`config.mk`:
```
export PLATFORM = sky130hd
export DESIGN_NAME = cla_nibble_seq_adder
export DESIGN_NICKNAME = d
export VERILOG_FILES = /design/src/rtl/cla_nibble_seq_adder_pkg.sv /design/src/rtl/cla_nibble_seq_adder_cla.sv /design/src/rtl/cla_nibble_seq_adder.sv
export SDC_FILE = /design/constraint.sdc
export NUM_CORES = 1
export LEC_CHECK = 0
export CAP_MARGIN = 20
export CORE_MARGIN = 2
export CORE_UTILIZATION = 53
export CTS_BUF_LIST = sky130_fd_sc_hd__clkbuf_2 sky130_fd_sc_hd__clkbuf_4 sky130_fd_sc_hd__clkbuf_8
export DETAILED_ROUTE_END_ITERATION = 10
export GPL_TIMING_DRIVEN = 0
export HOLD_SLACK_MARGIN = 0.02
export PLACE_DENSITY = 0.91
export SYNTH_ARGS = -nofsm -noshare
export SYNTH_HDL_FRONTEND = slang
export SYNTH_HIERARCHICAL = 1
export SYNTH_SLANG_ARGS = --single-unit
```
`constraint.sdc`:
```
create_clock -name clk -period 3 [get_ports clk]
set_input_delay 0.9 -clock clk [delete_from_list [all_inputs] [get_ports clk]]
set_output_delay 0.9 -clock clk [all_outputs]
set_load 0.005 [all_outputs]
```
`src/rtl/cla_nibble_seq_adder_pkg.sv`:
```
// -----------------------------------------------------------------------------
// cla_nibble_seq_adder_pkg
//   Shared definitions for the nibble-serial carry-look-ahead adder:
//     - state_t    : controller states (IDLE, RUN, DONE)
//     - NIBW       : width of one datapath slice in bits
//     - width_ok() : legality test for the WIDTH parameter
// -----------------------------------------------------------------------------
package cla_nibble_seq_adder_pkg;

    localparam int NIBW = 4;

    typedef enum logic [1:0] {
        IDLE = 2'd0,
        RUN  = 2'd1,
        DONE = 2'd2
    } state_t;

    // WIDTH must be a positive whole number of nibbles.
    function automatic bit width_ok(input int w);
        return (w >= NIBW) && ((w % NIBW) == 0);
    endfunction

endpackage

```
`src/rtl/cla_nibble_seq_adder_cla.sv`:
```
// -----------------------------------------------------------------------------
// carry_look_ahead
//   4-bit carry-look-ahead adder, purely combinational.
//   Ports:
//     A, B  in  [3:0]  addends
//     Cin   in         carry-in
//     sum   out [3:0]  A + B + Cin (low 4 bits)
//     Cout  out        carry-out of bit 3
// -----------------------------------------------------------------------------
module carry_look_ahead (
    input  logic [3:0] A,
    input  logic [3:0] B,
    input  logic       Cin,
    output logic [3:0] sum,
    output logic       Cout
);

    logic [3:0] w_g;
    logic [3:0] w_p;
    logic [4:0] w_c;

    assign w_g = A & B;
    assign w_p = A ^ B;

    // Every carry is expanded directly from Cin, no ripple between bits.
    assign w_c[0] = Cin;
    assign w_c[1] = w_g[0] | (w_p[0] & Cin);
    assign w_c[2] = w_g[1] | (w_p[1] & w_g[0]) | (w_p[1] & w_p[0] & Cin);
    assign w_c[3] = w_g[2] | (w_p[2] & w_g[1]) | (w_p[2] & w_p[1] & w_g[0])
                  | (w_p[2] & w_p[1] & w_p[0] & Cin);
    assign w_c[4] = w_g[3] | (w_p[3] & w_g[2]) | (w_p[3] & w_p[2] & w_g[1])
                  | (w_p[3] & w_p[2] & w_p[1] & w_g[0])
                  | (w_p[3] & w_p[2] & w_p[1] & w_p[0] & Cin);

    assign sum  = w_p ^ w_c[3:0];
    assign Cout = w_c[4];

endmodule

```
`src/rtl/cla_nibble_seq_adder.sv`:
```
// -----------------------------------------------------------------------------
// cla_nibble_seq_adder
//   Multi-cycle WIDTH-bit adder. One 4-bit CLA slice is time-shared across the
//   operand, one nibble per cycle, LSB nibble first, with the carry registered
//   between nibbles. Valid/ready handshake on input and output.
//   {cout, sum} = a + b + cin, result presented NIB cycles after acceptance.
//   Ports:
//     clk        in            rising-edge clock
//     rst        in            synchronous active-high reset
//     in_valid   in            operands presented
//     in_ready   out           block can accept operands (IDLE)
//     a, b       in  [WIDTH]   operands
//     cin        in            carry-in to nibble 0
//     out_valid  out           result available (DONE)
//     out_ready  in            consumer accepts result
//     sum        out [WIDTH]   registered sum, valid only with out_valid
//     cout       out           registered carry-out of the top nibble
//     busy       out           high in RUN or DONE
// -----------------------------------------------------------------------------
module cla_nibble_seq_adder
    import cla_nibble_seq_adder_pkg::*;
#(
    parameter int WIDTH = 16
) (
    input  logic             clk,
    input  logic             rst,
    input  logic             in_valid,
    output logic             in_ready,
    input  logic [WIDTH-1:0] a,
    input  logic [WIDTH-1:0] b,
    input  logic             cin,
    output logic             out_valid,
    input  logic             out_ready,
    output logic [WIDTH-1:0] sum,
    output logic             cout,
    output logic             busy
);

    localparam int NIB  = WIDTH / NIBW;
    localparam int IDXW = (NIB > 1) ? $clog2(NIB) : 1;
    localparam logic [IDXW-1:0] LAST_IDX = IDXW'(NIB - 1);

    if (!width_ok(WIDTH)) begin : g_width_bad
        $error("cla_nibble_seq_adder: WIDTH must be a multiple of 4 and >= 4");
    end

    state_t            r_state;
    state_t            w_state_next;
    logic [IDXW-1:0]   r_idx;
    logic [WIDTH-1:0]  r_a;
    logic [WIDTH-1:0]  r_b;
    logic              r_carry;
    logic [WIDTH-1:0]  r_sum;
    logic              r_cout;

    logic [NIBW-1:0]   w_nib_a;
    logic [NIBW-1:0]   w_nib_b;
    logic [NIBW-1:0]   w_slice_sum;
    logic              w_slice_cout;
    logic              w_accept;
    logic              w_last;

    // Operand nibble selected by the running index.
    assign w_nib_a = r_a[int'(r_idx) * NIBW +: NIBW];
    assign w_nib_b = r_b[int'(r_idx) * NIBW +: NIBW];

    carry_look_ahead u_slice (
        .A    (w_nib_a),
        .B    (w_nib_b),
        .Cin  (r_carry),
        .sum  (w_slice_sum),
        .Cout (w_slice_cout)
    );

    assign w_last = (r_idx == LAST_IDX);

    // Next-state and handshake outputs.
    always_comb begin
        w_state_next = r_state;
        in_ready     = 1'b0;
        out_valid    = 1'b0;
        busy         = 1'b0;
        w_accept     = 1'b0;
        case (r_state)
            IDLE: begin
                in_ready = 1'b1;
                w_accept = in_valid;
                if (in_valid) begin
                    w_state_next = RUN;
                end
            end
            RUN: begin
                busy = 1'b1;
                if (w_last) begin
                    w_state_next = DONE;
                end
            end
            DONE: begin
                busy      = 1'b1;
                out_valid = 1'b1;
                // Release goes to IDLE only; the next accept is a cycle later.
                if (out_ready) begin
                    w_state_next = IDLE;
                end
            end
            default: begin
                w_state_next = IDLE;
            end
        endcase
    end

    always_ff @(posedge clk) begin
        if (rst) begin
            r_state <= IDLE;
            r_idx   <= '0;
            r_a     <= '0;
            r_b     <= '0;
            r_carry <= 1'b0;
            r_sum   <= '0;
            r_cout  <= 1'b0;
        end else begin
            r_state <= w_state_next;
            case (r_state)
                IDLE: begin
                    if (w_accept) begin
                        r_a     <= a;
                        r_b     <= b;
                        r_carry <= cin;
                        r_sum   <= '0;
                        r_idx   <= '0;
                    end
                end
                RUN: begin
                    r_sum[int'(r_idx) * NIBW +: NIBW] <= w_slice_sum;
                    r_carry <= w_slice_cout;
                    r_idx   <= r_idx + 1'b1;
                    if (w_last) begin
                        r_cout <= w_slice_cout;
                    end
                end
                default: begin
                end
            endcase
        end
    end

    assign sum  = r_sum;
    assign cout = r_cout;

endmodule

```
# Word level (Yosys, flattened, before mapping)
# Index checks and enable logic that the tools add are counted.
dict set report totals {
  register_bits 54
  ramBits 0
  elab_cells 71
  memories 0
  romBits 0
  in_bits 37
  latch_bits 0
}
dict set report op_classes {
  n_reduce_logical 7
  n_eq_ne 7
  div 0
  mul 0
  addsub 2
  shifts 4
  mux 15
  n_bitwise 29
  n_lt_le_gt_ge 0
}
# operator n
set op_table {}
lappend op_table {{negation 4 -> 33 bit} 1}
lappend op_table {{variable shift 4 x 33 -> 16 bit, first input constant} 1}
lappend op_table {{indexed part select 4 x 33 -> 16 bit} 1}
lappend op_table {{one-hot mux 16 bit (2 select lines)} 1}
lappend op_table {{indexed part select 16 x 5 -> 4 bit} 2}
lappend op_table {{bitwise AND 1 bit} 16}
lappend op_table {{bitwise mux 16 bit} 1}
lappend op_table {{2-to-1 mux 16 bit} 1}
lappend op_table {{OR 1 bit} 10}
lappend op_table {{2-to-1 mux 2 bit} 4}
lappend op_table {{inequality test 2 bit, second input constant} 4}
lappend op_table {{bitwise XOR 4 bit} 2}
lappend op_table {{one-hot mux 2 bit (3 select lines)} 1}
lappend op_table {{AND reduction 2 bit} 3}
lappend op_table {{2-to-1 mux 1 bit} 5}
lappend op_table {{bitwise AND 4 bit} 1}
lappend op_table {{== test 2 bit, second input constant} 2}
lappend op_table {{one-hot mux 2 bit (2 select lines)} 1}
lappend op_table {{AND reduction 3 bit} 1}
lappend op_table {{adder 2 x 1 -> 2 bit, second input constant} 1}
lappend op_table {{== test 2 x 1 -> 1 bit, second input constant} 1}
lappend op_table {{zero test 2 bit} 1}
lappend op_table {{one-hot mux 1 bit (2 select lines)} 1}
lappend op_table {{nonzero test 2 bit} 1}
lappend op_table {{OR reduction 2 bit} 1}

# Longest topological paths before layout
# Gate-level depths: netlist (run 1).
dict set report logic_depth {
  word_depth 10
  depth_mapped 10
}

# By module
# Netlist (run 1), hierarchy kept.
# module n_inst area_per_inst_um2 cells_each seq_area_each_um2
set by_module_without_submodules {}
lappend by_module_without_submodules {cla_nibble_seq_adder 1 2582.5 296 1081.0}
lappend by_module_without_submodules {carry_look_ahead 1 147.6 17 0.0}

# Least setup slack after synthesis (run 1)
# Ideal clock, no wire load.
dict set report synth_path {
  path_kind {reg-to-reg}
  from {reg r_idx[0]}
  to {reg r_sum[15], in the netlist sum[15]}
  stages_incl_launch_ff 11
  slack_ns 0.357
  setup_ns 0.059
  period_less_slack_ns 2.643
  n_path_buf 2
  arrival_time_ns 2.584
  cell_sequence {dfxtp_1 buf_2 buf_6 mux4_2 ha_1 a21o_1 a31o_1 xor2_1 nor4bb_1 nand4_1 nand2_1}
}
dict set report synth_between {
  elab_cells_between_ends 25
}
# item line_no
set synth_lines {}
lappend synth_lines {{from (decl)} cla_nibble_seq_adder.sv:49} ;# logic [IDXW-1:0] r_idx;
lappend synth_lines {{from (signal assigned)} cla_nibble_seq_adder.sv:136} ;# r_idx <= r_idx + 1'b1;
lappend synth_lines {{indexed part select 16 x 5 -> 4 bit (*)} cla_nibble_seq_adder.sv:65} ;# assign w_nib_b = r_b[int'(r_idx) * NIBW +: NIBW];
lappend synth_lines {{net w_nib_b[0]} cla_nibble_seq_adder.sv:57} ;# logic [NIBW-1:0] w_nib_b;
lappend synth_lines {{bitwise AND 4 bit / bitwise XOR 4 bit (equally long branches)} {cla_nibble_seq_adder_cla.sv:22, cla_nibble_seq_adder_cla.sv:23}}
lappend synth_lines {{bitwise AND 1 bit, on equally long branches} {cla_nibble_seq_adder_cla.sv:29, cla_nibble_seq_adder_cla.sv:30}}
lappend synth_lines {{OR 1 bit / bitwise AND 1 bit (equally long branches)} {cla_nibble_seq_adder_cla.sv:29, cla_nibble_seq_adder_cla.sv:30}}
lappend synth_lines {{OR 1 bit (*)} cla_nibble_seq_adder_cla.sv:30} ;# | (w_p[2] & w_p[1] & w_p[0] & Cin);
lappend synth_lines {{bitwise XOR 4 bit (*)} cla_nibble_seq_adder_cla.sv:35} ;# assign sum = w_p ^ w_c[3:0];
lappend synth_lines {{net w_slice_sum[3]} cla_nibble_seq_adder.sv:58} ;# logic [NIBW-1:0] w_slice_sum;
lappend synth_lines {{indexed part select 4 x 33 -> 16 bit (*)} cla_nibble_seq_adder.sv:134} ;# r_sum[int'(r_idx) * NIBW +: NIBW] <= w_slice_sum;
lappend synth_lines {{bitwise mux 16 bit (*)} cla_nibble_seq_adder.sv:134}
lappend synth_lines {{one-hot mux 16 bit (2 select lines) (*)} cla_nibble_seq_adder.sv:123} ;# case (r_state)
lappend synth_lines {{to (signal, indexed assignment)} cla_nibble_seq_adder.sv:134}
lappend synth_lines {{to (decl)} cla_nibble_seq_adder.sv:53} ;# logic [WIDTH-1:0] r_sum;
# The timed path passes the listed nets; every way through them passes the cells marked *.
# A chain may end at the register's enable or synchronous reset.

# Final worst setup path (run 1)
# Ends and elaborated chain as after synthesis.

==> metrics.csv, run 1 <==
metric,value,unit
via count,2393,
Max Transition Viols Final,0,
Synth top area share,39.6,%
CP most frequent cell,buf_6,
Leakage,1.36,nW
leading post-synthesis cells by cell area,"dfxtp_1, nand2_1, a21oi_1",
final setup vio count,0,
Worst Setup EP,sum[15],
n_diodes,0,
Worst Setup End Kind,flip-flop,
combinational share of power,42.9,%
placed cell areas,3370,sq um
Port-buffer cells,55,
WP data required,3.25,ns
crit path kind,flip-flop to flip-flop,
DRC viols,0,
maximum clock frequency,350,MHz
Rows,26,
warning count from the yosys run,6,
FF-to-FF Start,r_idx[0],
worst vdd ir,413,uV
layout cells sized above 1,10.9,%
worst-case reg-to-reg path depth,10,
power per cell area,677,nW/um^2
unrepaired setup endpoints after global routing,no,
Final #Nets,428,
Max stage delay on crit path,0.53,ns
Placer Congestion,0.858,
Clock transition at path regs,0.09,ns
Mapped Avg Cell Area,8.72,sq um
worst-path fanout max,10,
CTS buffer count,5,
M1 GR Usage,26.2,%
sequential standard cell area,1080,sq um
period utilisation layout,95.1,%
vias per cell,5.35,
"Remaining Overflow, GRT",0,
"EDFF count, synth",0,
crit-path cells,buf_6 -> buf_6 -> mux4_2 -> ha_1 -> a21o_1 -> a31o_1 -> xor2_2 -> nor4bb_1 -> nand4_1 -> nand2_1,
Area growth syn-to-layout,28.6,%
die width,75.8,um
clock skew,0.00488,ns
met2 GRT Util,44.7,%
Worst setup startpoint,r_idx[0],
reg2reg setup slack,0.15,ns
H-tree depth,2,
worst-margin pin slew,0.496,ns
switching fraction of total power,35.5,%
most numerous cell in the Yosys netlist,nand2_1,
Final Instance Area,3510,sq um
Setup WS pre-CTS,-0.0372,ns
Yosys reg bits,54,
drt pass-1 iters,5,
worst hold path class,flip-flop to flip-flop,
Max-slew headroom,66.9,%
Final ANT Viol Nets,0,
Die H,75.8,um
GR Util met3,3.84,%
nature of the critical path startpoint,flip-flop,
final worst setup slack,0.146,ns
Overall Global Routing Usage,23.6,%
placed wire-length estimate,4530,um
Sw Pwr,0.845,mW
total I/O pin count,57,
CTS Root Cell,clkbuf_8,
"Seq/Total Area, Yosys",39.6,%
hold_buf cts,0,
cells after synthesis,313,
first-pass GRT wire length,10400,um
largest net degree at the start of global routing,16,
Synth Flop Type,dfxtp_1,
cell taking the most area after synthesis,dfxtp_1,
worst-skew pair later-pin latency,0.30,ns
status,finished clean,
sequential power share,36.3,%
multi-input logic area,1490,sq um
DR iter-0 viols,83,
Yosys cell types,37,
final wirelength,6070,um
antenna violations before repair,0,
TritonCTS clock tree,yes,
slowest CP cell,mux4_2,
Placeable Area,5040,sq um
asr flop ratio synth,0,%
Initial Utilization,54.1,%
most instantiated cells after synthesis,"nand2_1, dfxtp_1, a21oi_1, nand4_1, o21ai_0",
WL per Instance,13.6,um
CTS sink cnt,54,
Power Internal,1.53,mW
global routing's busiest layer,met2,
CTS Buffer Depth,2,
final hold violations,0,
syn_nets,364,
clock power share,20.8,%
Post-Syn Area,2730,sq um
vias in the first global route,2442,
max-cap violations,0,
die area,5740,sq um
Tmin final,2.85,ns
# fillers,398,
Worst R2R End,sum[15],
Worst EP arrival,3.11,ns
## power by group through the flow
stage	sequential, mW	combinational (mW)	clock, mW
floorplan	0.861	0.713	0
global placement	0.873	0.948	0
detailed placement	0.877	0.974	0
CTS	0.861	0.989	0.500
global route	0.872	1.13	0.519
finish	0.863	1.02	0.496
## per-layer routing
| layer | part of all wire (%) | wire (um) |
|---|---|---|
| met5 | 0 | 0 |
| met4 | 1.2 | 74 |
| met3 | 3.8 | 231 |
| met2 | 52 | 3180 |
| met1 | 43 | 2580 |
## stage by stage
stage | instances | power, mW | TNS [ns] | util (%) | hold slack [ns]
6_report | 447 | 2.38 | 0 | 69.7 | 0.458
2_1_floorplan | 313 | 1.57 | 0 | - | 0.433
3_5_place_dp | 438 | 1.85 | -0.0372 | 66.8 | 0.447
4_1_cts | 445 | 2.35 | 0 | 69.2 | 0.459
3_3_place_gp | 438 | 1.82 | -0.0360 | 66.8 | 0.440
5_1_grt | 447 | 2.52 | 0 | 69.7 | 0.484
## worst min path at each step
stage	from	to	slack, ns	depth (start not counted)
after global placement	r_b[0]	r_b[0]	0.44	2
after detailed placement	r_b[13]	r_b[13]	0.45	2
after CTS	r_b[13]	r_b[13]	0.46	2
final	r_b[15]	r_b[15]	0.46	2
after floorplan	r_a[10]	r_a[10]	0.43	2
after global routing	r_a[14]	r_a[14]	0.48	2
## registers in the layout, indices dropped and copies added (netlist names)
name / cells
r_carry: 1
sum: 16
r_state: 2
r_a: 16
cout: 1
r_b: 16
r_idx: 2
## layout make-up
cell class	instances	area share, %
Multi-Input combinational cell	228	42.5
Sequential cell	54	30.8
Timing Repair Buffer	57	16.1
Buffer	22	3.88
Tap cell	70	2.49
Clock buffer	6	2.35
Inverter	9	0.962
Clock inverter	1	0.855
## critical path, delay by kind of cell (launching register included)
kind | cells | cell delay (ns)
buffers and inverters | 2 | 0.34
xor gates and xnor gates | 1 | 0.29
AOI/OAI and AO/OA | 2 | 0.46
DFF | 1 | 0.38
and+or+nand+nor | 3 | 0.50
muxes | 1 | 0.53
adders and majority gates | 1 | 0.29
## layout by cell type (no fill, tap or decap), types with 2 or more instances in the layout
cell	count
dfxtp_1	53
ha_1	13
nor2b_1	14
a21oi_1	43
nand2_1	76
nand3_1	2
o31ai_1	2
o21ai_0	16
clkdlybuf4s50_1	55
clkbuf_1	3
xnor2_1	2
nor2_1	2
buf_6	5
nor4bb_1	4
nand2b_1	6
buf_1	3
inv_1	9
and4b_1	4
clkbuf_8	6
a21o_1	3
buf_2	9
mux4_2	8
buf_4	3
nand4_1	18
## cell families (layout without fill, tap and decap cells)
family	after synthesis	after routing	share of synthesized area (%)
mux	10	10	7.84
xor+xnor	3	3	0.963
flops	54	54	39.6
simple gates	133	133	25.3
compound gates	68	68	13.6
fa+ha+maj	14	14	6.69
buf+inv	31	95	5.96
## timing repair
item / 4_1_cts / 5_1_grt
setup endpoints to repair: 1 / 3
buffers inserted: 0 / 2
pin swaps: 0 / 1
gates resized for setup: 1 / 6
Note: power is estimated with default switching activity, not from simulation.
==> inputs of run 2 (changes only) <==
GPL_ROUTABILITY_DRIVEN = 0   (was unset)
==> results of run 2 <==
Same layout as run 1: the final DEF is identical, and so are final timing and power.
